## config.mk

```make
export PLATFORM = sky130hd
export DESIGN_NAME = dmem_responder
export DESIGN_NICKNAME = d
export VERILOG_FILES = /design/src/rtl/dmem_pkg.sv /design/src/rtl/dmem_array.sv /design/src/rtl/dmem_responder.sv
export SDC_FILE = /design/constraint.sdc
export NUM_CORES = 2
export LEC_CHECK = 0
export CORE_UTILIZATION = 40
export CTS_BUF_LIST = sky130_fd_sc_hd__clkbuf_16
export CTS_CLUSTER_SIZE = 10
export DETAILED_ROUTE_END_ITERATION = 12
export MAX_ROUTING_LAYER = met4
export PLACE_DENSITY = 0.58
export SYNTH_ARGS = -nofsm -noshare
export SYNTH_HDL_FRONTEND = slang
export SYNTH_SLANG_ARGS = --single-unit
export TNS_END_PERCENT = 10
```

## constraint.sdc

```tcl
create_clock -name clk -period 8.1 [get_ports clk]
set_clock_uncertainty 0.1 [all_clocks]
set_input_delay 2.025 -clock clk [delete_from_list [all_inputs] [get_ports clk]]
set_output_delay 2.025 -clock clk [all_outputs]
set_load 0.05 [all_outputs]
```

## src/rtl/dmem_pkg.sv

```systemverilog
// Shared types and helpers for the data-memory responder.
// Holds the FSM state encoding, the word width and the address-legality check.
package dmem_pkg;

    localparam int WORD_W = 32;

    typedef enum logic [1:0] {
        INIT = 2'd0,
        IDLE = 2'd1,
        WAIT = 2'd2,
        RESP = 2'd3
    } state_t;

    // A word address at or beyond depth is the same as any nonzero bit above the index field,
    // because depth is a power of two.
    function automatic logic addr_err(input logic [31:0] addr, input int unsigned depth);
        logic [31:0] word_idx;
        word_idx = addr >> 2;
        return (addr[1:0] != 2'b00) || (word_idx >= depth);
    endfunction

endpackage

```

## src/rtl/dmem_array.sv

```systemverilog
// DEPTH x WORD_W storage: one synchronous write port, one combinational read port.
// It has no reset; the responder clears it word by word after every reset.
module dmem_array
    import dmem_pkg::*;
#(
    parameter int DEPTH = 64,
    parameter int AW    = $clog2(DEPTH)
) (
    input  logic              clk,
    input  logic              we,
    input  logic [AW-1:0]     waddr,
    input  logic [WORD_W-1:0] wdata,
    input  logic [AW-1:0]     raddr,
    output logic [WORD_W-1:0] rdata
);

    logic [WORD_W-1:0] mem [DEPTH];

    always_ff @(posedge clk) begin
        if (we) begin
            mem[waddr] <= wdata;
        end
    end

    assign rdata = mem[raddr];

endmodule

```

## src/rtl/dmem_responder.sv

```systemverilog
// Memory-side responder for the pipeline data port: one load/store at a time,
// LATENCY wait states before the response, storage cleared after each reset.
module dmem_responder
    import dmem_pkg::*;
#(
    parameter int DEPTH   = 64,
    parameter int LATENCY = 1
) (
    input  logic        clk,
    input  logic        rst,
    input  logic        req_valid,
    output logic        req_ready,
    input  logic        req_write,
    input  logic [31:0] req_addr,
    input  logic [31:0] req_wdata,
    output logic        rsp_valid,
    input  logic        rsp_ready,
    output logic [31:0] rsp_rdata,
    output logic        rsp_err,
    output logic        busy
);

    localparam int AW = $clog2(DEPTH);
    localparam logic [2:0] WAIT_LOAD = (LATENCY == 0) ? 3'd0 : 3'(LATENCY - 1);

    // Handshakes: a request transfers at an edge where req_valid && req_ready;
    // a response transfers at an edge where rsp_valid && rsp_ready. Both sides are
    // free to change their payload once the transfer edge has passed.

    state_t state, state_nx;
    logic [AW-1:0] clr_cnt, clr_cnt_nx;
    logic [2:0]    wait_cnt, wait_cnt_nx;

    logic          wr_q;
    logic [31:0]   addr_q;
    logic [31:0]   wdata_q;
    logic [31:0]   rdata_q;
    logic          err_q;

    logic          accept;
    logic          commit;
    logic          cmt_write;
    logic [31:0]   cmt_addr;
    logic [31:0]   cmt_wdata;
    logic [AW-1:0] cmt_idx;
    logic          cmt_err;

    logic          mem_we;
    logic [AW-1:0] mem_waddr;
    logic [31:0]   mem_wdata;
    logic [31:0]   mem_rdata;

    assign accept = (state == IDLE) && req_valid;

    always_comb begin
        state_nx    = state;
        clr_cnt_nx  = clr_cnt;
        wait_cnt_nx = wait_cnt;
        commit      = 1'b0;
        case (state)
            INIT: begin
                clr_cnt_nx = clr_cnt + 1'b1;
                if (clr_cnt == AW'(DEPTH - 1)) begin
                    state_nx = IDLE;
                end
            end
            IDLE: begin
                if (req_valid) begin
                    if (LATENCY == 0) begin
                        commit   = 1'b1;
                        state_nx = RESP;
                    end else begin
                        wait_cnt_nx = WAIT_LOAD;
                        state_nx    = WAIT;
                    end
                end
            end
            WAIT: begin
                if (wait_cnt == 3'd0) begin
                    commit   = 1'b1;
                    state_nx = RESP;
                end else begin
                    wait_cnt_nx = wait_cnt - 3'd1;
                end
            end
            RESP: begin
                if (rsp_ready) begin
                    state_nx = IDLE;
                end
            end
            default: state_nx = INIT;
        endcase
    end

    // With zero wait states the commit happens on the acceptance edge, so it
    // must use the live request rather than the captured copy.
    always_comb begin
        cmt_write = wr_q;
        cmt_addr  = addr_q;
        cmt_wdata = wdata_q;
        if (state == IDLE) begin
            cmt_write = req_write;
            cmt_addr  = req_addr;
            cmt_wdata = req_wdata;
        end
        cmt_idx = cmt_addr[AW+1:2];
        cmt_err = addr_err(cmt_addr, DEPTH);
    end

    // Reset suppresses any write so an aborted store never lands.
    always_comb begin
        mem_we    = 1'b0;
        mem_waddr = cmt_idx;
        mem_wdata = cmt_wdata;
        if (state == INIT) begin
            mem_we    = rst;
            mem_waddr = clr_cnt;
            mem_wdata = '0;
        end else if (commit && cmt_write && !cmt_err) begin
            mem_we = rst;
        end
    end

    always_ff @(posedge clk) begin
        if (!rst) begin
            state    <= INIT;
            clr_cnt  <= '0;
            wait_cnt <= 3'd0;
            wr_q     <= 1'b0;
            addr_q   <= '0;
            wdata_q  <= '0;
            rdata_q  <= '0;
            err_q    <= 1'b0;
        end else begin
            state    <= state_nx;
            clr_cnt  <= clr_cnt_nx;
            wait_cnt <= wait_cnt_nx;
            if (accept) begin
                wr_q    <= req_write;
                addr_q  <= req_addr;
                wdata_q <= req_wdata;
            end
            if (commit) begin
                rdata_q <= (cmt_write || cmt_err) ? '0 : mem_rdata;
                err_q   <= cmt_err;
            end else if ((state == RESP) && rsp_ready) begin
                rdata_q <= '0;
                err_q   <= 1'b0;
            end
        end
    end

    dmem_array #(
        .DEPTH (DEPTH),
        .AW    (AW)
    ) u_array (
        .clk   (clk),
        .we    (mem_we),
        .waddr (mem_waddr),
        .wdata (mem_wdata),
        .raddr (cmt_idx),
        .rdata (mem_rdata)
    );

    assign req_ready = (state == IDLE);
    assign rsp_valid = (state == RESP);
    assign busy      = (state != IDLE);
    assign rsp_rdata = rdata_q;
    assign rsp_err   = err_q;

endmodule

```

# [Word-level counts from Yosys, hierarchy flattened]
# Memory sizes are Yosys's and may differ from the RTL's.
# Index checks and enable logic that the tools add are counted.
# W data, S select, Z words.
[word_totals] reg_bits=109 latchBits=0 ramBits=2048 mem_bits_ro=0 out_inout_bits=36 wordCells=60 n_memories=1
[mem_list] name="u_array.mem" words=64 word_bits=32 read_ports=1 rd_ports_with_merged_regs=0 wr=1 line="dmem_array.sv:17" text="logic [WORD_W-1:0] mem [DEPTH];"
[op_classes] add_sub_neg=2 n_mul=0 n_div=0 magnitude_cmp=1 eq_ne=10 shifts=0 mux=24 bitwise_logic=0 n_reduce_logical=14
[op_table] operator="$mux W32" n=6
[op_table] operator="$ge A30 B7 Y1 const B" n=1
[op_table] operator="$mux W1" n=9
[op_table] operator="$mux W2" n=4
[op_table] operator="$ne A2 B2 Y1 const B" n=4
[op_table] operator="$pmux W2 S4" n=1
[op_table] operator="$add A6 B1 Y6 const B" n=1
[op_table] operator="$eq A6 B6 Y1 const B" n=1
[op_table] operator="$mux W3" n=2
[op_table] operator="$mux W6" n=1
[op_table] operator="$pmux W3 S2" n=1
[op_table] operator="$reduce_bool A2 Y1" n=3
[op_table] operator="$eq A2 B2 Y1 const B" n=2
[op_table] operator="$logic_and A1 B1 Y1" n=4
[op_table] operator="$ne A2 B1 Y1 const B" n=2
[op_table] operator="$reduce_and A4 Y1" n=1
[op_table] operator="$logic_not A3 Y1" n=1
[op_table] operator="$reduce_and A3 Y1" n=1
[op_table] operator="$sub A3 B1 Y3 const B" n=1
[op_table] operator="$eq A2 B1 Y1 const B" n=1
[op_table] operator="$logic_not A2 Y1" n=1
[op_table] operator="$logic_or A1 B1 Y1" n=2
[op_table] operator="$logic_not A1 Y1" n=1

# [Logic depth before layout (Yosys ltp)]
[depth] depth_word=10 ltp_mapped=15 mapped_depth_nobuf=9

# [Cells and area by module]
# Synthesis repeated with hierarchy kept, for this count alone.
[hier_totals] hier_cells=3904 area_unflattened_um2=82972.1
[modules_own_cells] module="dmem_array" instances=1 cells_per_inst=3292 area_each_um2=77874.7 seq_area_each_um2=61499.0
[modules_own_cells] module="dmem_responder" instances=1 cells_per_inst=612 area_each_um2=5097.4 seq_area_each_um2=2182.1

# [Worst setup path before layout]
# Ideal clock, no wire load.
[synth_path] path_type="input port to flip-flop" from="input req_addr[28]" to="memory u_array.mem[36][0] (enable)" t_arrival_ns=5.983 required_time_ns=7.539 path_slack_ns=1.556 cell_stages=9 cell_sequence="or4b_1 nor4_1 o21ai_0 a221o_1 o21bai_2 nand2_1 buf_2 buf_4 nor3_1"
[synth_via] elab_chain_len=9
[synth_rtl] element="start, declared" line="dmem_responder.sv:14" text="input logic [31:0] req_addr,"
[synth_rtl] element="$mux W32" line="dmem_responder.sv:101" text="if (state == IDLE) begin"
[synth_rtl] element="$ge A30 B7 Y1" line="dmem_pkg.sv:19" text="return (addr[1:0] != 2'b00) || (word_idx >= depth);"
[synth_rtl] element="$logic_or A1 B1 Y1" line="dmem_pkg.sv:19"
[synth_rtl] element="$logic_not A1 Y1" line="dmem_responder.sv:119" text="end else if (commit && cmt_write && !cmt_err) begin"
[synth_rtl] element="$logic_and A1 B1 Y1" line="dmem_responder.sv:119"
[synth_rtl] element="$mux W1" line="dmem_responder.sv:119"
[synth_rtl] element="$mux W1" line="dmem_responder.sv:115" text="if (state == INIT) begin"
[synth_rtl] element="$mux W1" line="dmem_array.sv:20" text="if (we) begin"
[synth_rtl] element="$mux W1 (not written as such)" line="dmem_array.sv:21" text="mem[waddr] <= wdata;"
[synth_rtl] element="end, declared" line="dmem_array.sv:17"
# Every way passes these cells.

# [Worst setup path after layout]
[layout_path] from="input req_addr[2]" to="register rdata_q[25] (netlist: rsp_rdata[25])"
[layout_via] elab_chain_len=6
[layout_rtl] element="$mux W32 *" line="dmem_responder.sv:101"
[layout_rtl] element="$ge A30 B7 Y1" line="dmem_pkg.sv:19"
[layout_rtl] element="$logic_or A1 B1 Y1" line="dmem_pkg.sv:19"
[layout_rtl] element="$logic_or A1 B1 Y1" line="dmem_responder.sv:144" text="rdata_q <= (cmt_write || cmt_err) ? '0 : mem_rdata;"
[layout_rtl] element="$mux W32 *" line="dmem_responder.sv:144"
[layout_rtl] element="$mux W32 *" line="dmem_responder.sv:143" text="if (commit) begin"
[layout_rtl] element="end signal, assigned" line="dmem_responder.sv:144"
[layout_rtl] element="end, declared" line="dmem_responder.sv:37" text="logic [31:0] rdata_q;"
# Every way passes the cells marked *; elsewhere a longest branch is shown, timed or not.
# A chain may end at the register's enable or synchronous reset.

==> results by group <==
Place
  – Hpwl dp: 154 mm
  – Number of buffers inserted by port buffering: 104
  – Final GP Congestion: about 0.87

Layout
  – Fraction of final layout cells sized beyond drive strength 1: 16.3%
  – Layout Area Growth over Synthesis: 14.3%
  – # nets final: around 5,400
  – Filler instances: between 15,000 and 20,000
  – Area occupied by registers: approximately 64,000 sq um
  – Multi-input logic area: 19,800 sq um
  – Final standard cell utilization of the core: a little under half

Floorplan
  – Horiz. Die Dim: around 460 microns
  – Die area: 213,000 sq um
  – Floorplan Core Area: 210,000 sq um
  – Die Y: 462 microns
  – Effective utilization at floorplan: approximately two fifths
  – Num rows: approximately 170
  – # IOs: 105

Yosys
  – Post-Syn Nets: 5,122
  – Yosys warnings: 0
  – Number of different library cells in the post-synthesis netlist: slightly above 70
  – Post-synthesis instance area: 84,500 sq um
  – Number of flops mapped to enable cells by yosys: approximately 2,000
  – Yosys reg bits: approximately 2,200
  – Synthesized area per cell: around 17 sq um
  – Share of synthesized area occupied by flip-flops and latches: between 70% and 80%
  – Number of cells produced by synthesis: roughly 5,000
  – Synth Flop Type: sky130_fd_sc_hd__edfxtp_1
  – Share of synthesized flip-flops with an asynchronous set or reset: 0%

Clock network
  – Clock transition at the registers of the reported paths: around 0.060 ns
  – Buffers from clock root to sink, at most: 3
  – Hold-fix buffer count after cts: 0
  – Number of H-tree levels: 4
  – Skew-Pair Late Insertion Delay: slightly below 0.9 ns
  – Setup Buffers After CTS: 0
  – Post-cts resize count: 0
  – Number of clock buffers inserted by TritonCTS: approximately 240
  – Clock tree from TritonCTS: done
  – Number of clock sinks: 2,157
  – Clock Tree Root: sky130_fd_sc_hd__clkbuf_16

Setup path
  – Critical Path Fanout Max: 69
  – Data required time at the worst endpoint: between 8 and 9 ns
  – Slowest cell on crit path: sky130_fd_sc_hd__mux2_8
  – Critical register-to-register path startpoint: state[1]$_SDFFE_PN0P_
  – CP peak stage delay: approximately 0.75 ns
  – CP top delay family: multiplexers
  – Data arrival time at the worst-slack endpoint: around 6.4 ns
  – Cell chain of the critical path: clkdlybuf4s50_1 -> mux2_8 -> buf_4 -> buf_4 -> mux4_2 -> mux4_2 -> nand2_1 -> a41oi_1 -> o21a_1
  – Worst setup startpoint: req_addr[2]
  – Sum of buffers and inverters on the critical path: 3
  – Startpoint type of the worst setup path: input pin
  – Start-to-end type of the worst setup path: input pin to flop
  – Kind of end point of the critical path: flop

Routing
  – Final wirelength: 256 mm
  – Vias post-DR: 49,106
  – Average via count per standard cell: about 6.0
  – Routed wire length per instance: 31.3 microns
  – Initial DRC Count: ~7,100
  – Post-route antenna net violation count: 0
  – Initial DRT Pass Iterations: 6
  – Remaining routing DRC violations: 0

Run
  – Max-cap violations: 0

Timing
  – Worst Tran Pin Value: about 1.4 ns
  – Crit share post-route: between 70% and 80%
  – Final Slew Violations: 0
  – Maximum clock rate: ~180 MHz
  – Worst hold slack: around 0.36 ns
  – Unrepaired setup endpoints after global routing: no
  – Relative slew slack: 5.87%
  – Post-route minimum period: about 5.7 ns
  – Setup tns final: 0 ns
  – Finish-stage setup viols: 0
  – Number of hold-slack violations in the final timing report: 0

Power and ir drop
  – Total power density per cell area: between 200 and 250 nW/um^2
  – Net Sw Power: approximately 4.4 mW
  – Share of power burned in combinational logic: less than 1%
  – Peak ir drop on the vdd network: approximately 0.24 mV
  – Register share of total power: 55.4%
  – Leakage power: roughly 31 nW
  – Clock share of power: 43.7%
  – Internal power component: about 17 mW
  – Switching power share of the total: between 20% and 30%

GRT
  – Remaining global-route overflow: 0
  – Vias in the first global route: 46,007
  – Global-route total usage across every layer: between 20% and 30%
  – Number of antenna violations at the first check in global routing: 16
  – Maximum number of pins on one net before global-route repair: about 120
  – Wire length of the first global-routing pass: 360 mm

Outcome
  – Outcome: finished clean

Hold path
  – Launch point of the worst hold path: wdata_q[9]$_SDFFE_PN0P_
  – Min-Delay Path Class: flop to flop
[through the flow]
stage	setup slack [ns]	cell area, sq um	instances	total power [mW]
2_1_floorplan	1.56	84500	5045	12.3
3_3_place_gp	1.55	89900	7847	12.5
3_5_place_dp	1.54	89900	7847	12.5
4_1_cts	2.47	96600	8187	21.9
5_1_grt	2.15	96600	8192	22.3
6_report	2.40	96600	8194	21.7
[flip-flops by register name (all words and copies together), names as in the netlist]
name	flops
clr_cnt	6
state	2
addr_q	32
wdata_q	32
wait_cnt	3
rsp_err	1
wr_q	1
rsp_rdata	32
u_array.mem	2048
[cells by family (layout without fill, tap and decap cells)]
family                   Yosys count  count (layout)  synth area share [%]
AO/OA/AOI/OAI                    582             582                  5.13
adder cells (fa/ha/maj)            8               8                 0.118
AND/OR/NAND/NOR                 1471            1471                  7.55
buffers and inverters            331             668                  2.08
multiplexers                     491             491                  9.75
flip-flops                      2157            2157                  75.3
other                              0               7                     0
XOR/XNOR                           5               5                0.0518
[worst paths after layout]
kind              slack [ns]  cells after the start                         end
setup reg to reg        2.68                     10  rsp_rdata[30]$_SDFFE_PN0P_
hold / removal          0.36                      2     wdata_q[9]$_SDFFE_PN0P_
hold reg to reg         0.36                      2     wdata_q[9]$_SDFFE_PN0P_
setup / recovery        2.40                      9  rsp_rdata[25]$_SDFFE_PN0P_
[layout make-up]
class	count	share of cell area [%]
sequential	2157	65.9
multi-input combinational	2557	20.5
clock buffer	239	6.19
tap	2805	3.63
timing repair buffer	319	2.95
clock inverter	101	0.701
inverter	9	0.0350
antenna	7	0.0181
[tightest hold or removal path: stages (launching register included)]
cell and delay, ns:
sky130_fd_sc_hd__dfxtp_1 0.31, sky130_fd_sc_hd__nand2_1 0.04, sky130_fd_sc_hd__a21boi_0 0.06
[layout by cell type (no fill, tap or decap), types with 24 or more instances in the layout]
cell / instances
sky130_fd_sc_hd__nand2_1: 847
sky130_fd_sc_hd__inv_1: 88
sky130_fd_sc_hd__nor3_2: 56
sky130_fd_sc_hd__a21boi_0: 67
sky130_fd_sc_hd__o2111ai_1: 88
sky130_fd_sc_hd__a221oi_1: 73
sky130_fd_sc_hd__edfxtp_1: 2048
sky130_fd_sc_hd__mux4_2: 260
sky130_fd_sc_hd__clkbuf_16: 239
sky130_fd_sc_hd__mux2i_1: 200
sky130_fd_sc_hd__buf_4: 199
sky130_fd_sc_hd__nand4_1: 32
sky130_fd_sc_hd__nor2_4: 40
sky130_fd_sc_hd__o21ai_0: 78
sky130_fd_sc_hd__nor2_1: 41
sky130_fd_sc_hd__a32oi_1: 32
sky130_fd_sc_hd__clkdlybuf4s50_1: 103
sky130_fd_sc_hd__a31oi_1: 59
sky130_fd_sc_hd__nor3_1: 24
sky130_fd_sc_hd__nand3_1: 357
sky130_fd_sc_hd__a21oi_1: 44
sky130_fd_sc_hd__dfxtp_1: 109
[Yosys cell counts (all sizes together), types with 45 or more instances]
| library cell | number | area share (%) |
|---|---|---|
| nand2 | 849 | 3.8 |
| buf | 182 | 1.4 |
| o2111ai | 88 | 0.91 |
| mux2i | 204 | 2.4 |
| a21boi | 67 | 0.59 |
| a31oi | 59 | 0.44 |
| o21ai | 92 | 0.54 |
| nor2 | 81 | 0.36 |
| nand3 | 357 | 2.1 |
| dfxtp | 109 | 2.6 |
| mux4 | 262 | 7.0 |
| nor3 | 80 | 0.47 |
| clkbuf | 140 | 0.62 |
| a21oi | 45 | 0.27 |
| a221oi | 73 | 0.76 |
| edfxtp | 2048 | 73 |
[metal layers]
metal / wire length [microns] / vias to the layer above / global-route usage (%)
met5: 0 / - / -
met4: 9110 / 0 / 8.58
met3: 26100 / 354 / 4.85
met2: 113000 / 2798 / 34.8
met1: 108000 / 25610 / 35.4
li1: - / 20344 / -
[power groups by stage]
| stage | registers (mW) | logic [mW] | clock network, mW |
|---|---|---|---|
| finish | 12.1 | 0.181 | 9.51 |
| global route | 12.0 | 0.185 | 10.0 |
| CTS | 12.1 | 0.178 | 9.64 |
| detailed placement | 12.3 | 0.177 | 0 |
| global placement | 12.3 | 0.177 | 0 |
| floorplan | 12.3 | 0.0595 | 0 |
(Power assumes the default switching activity.)
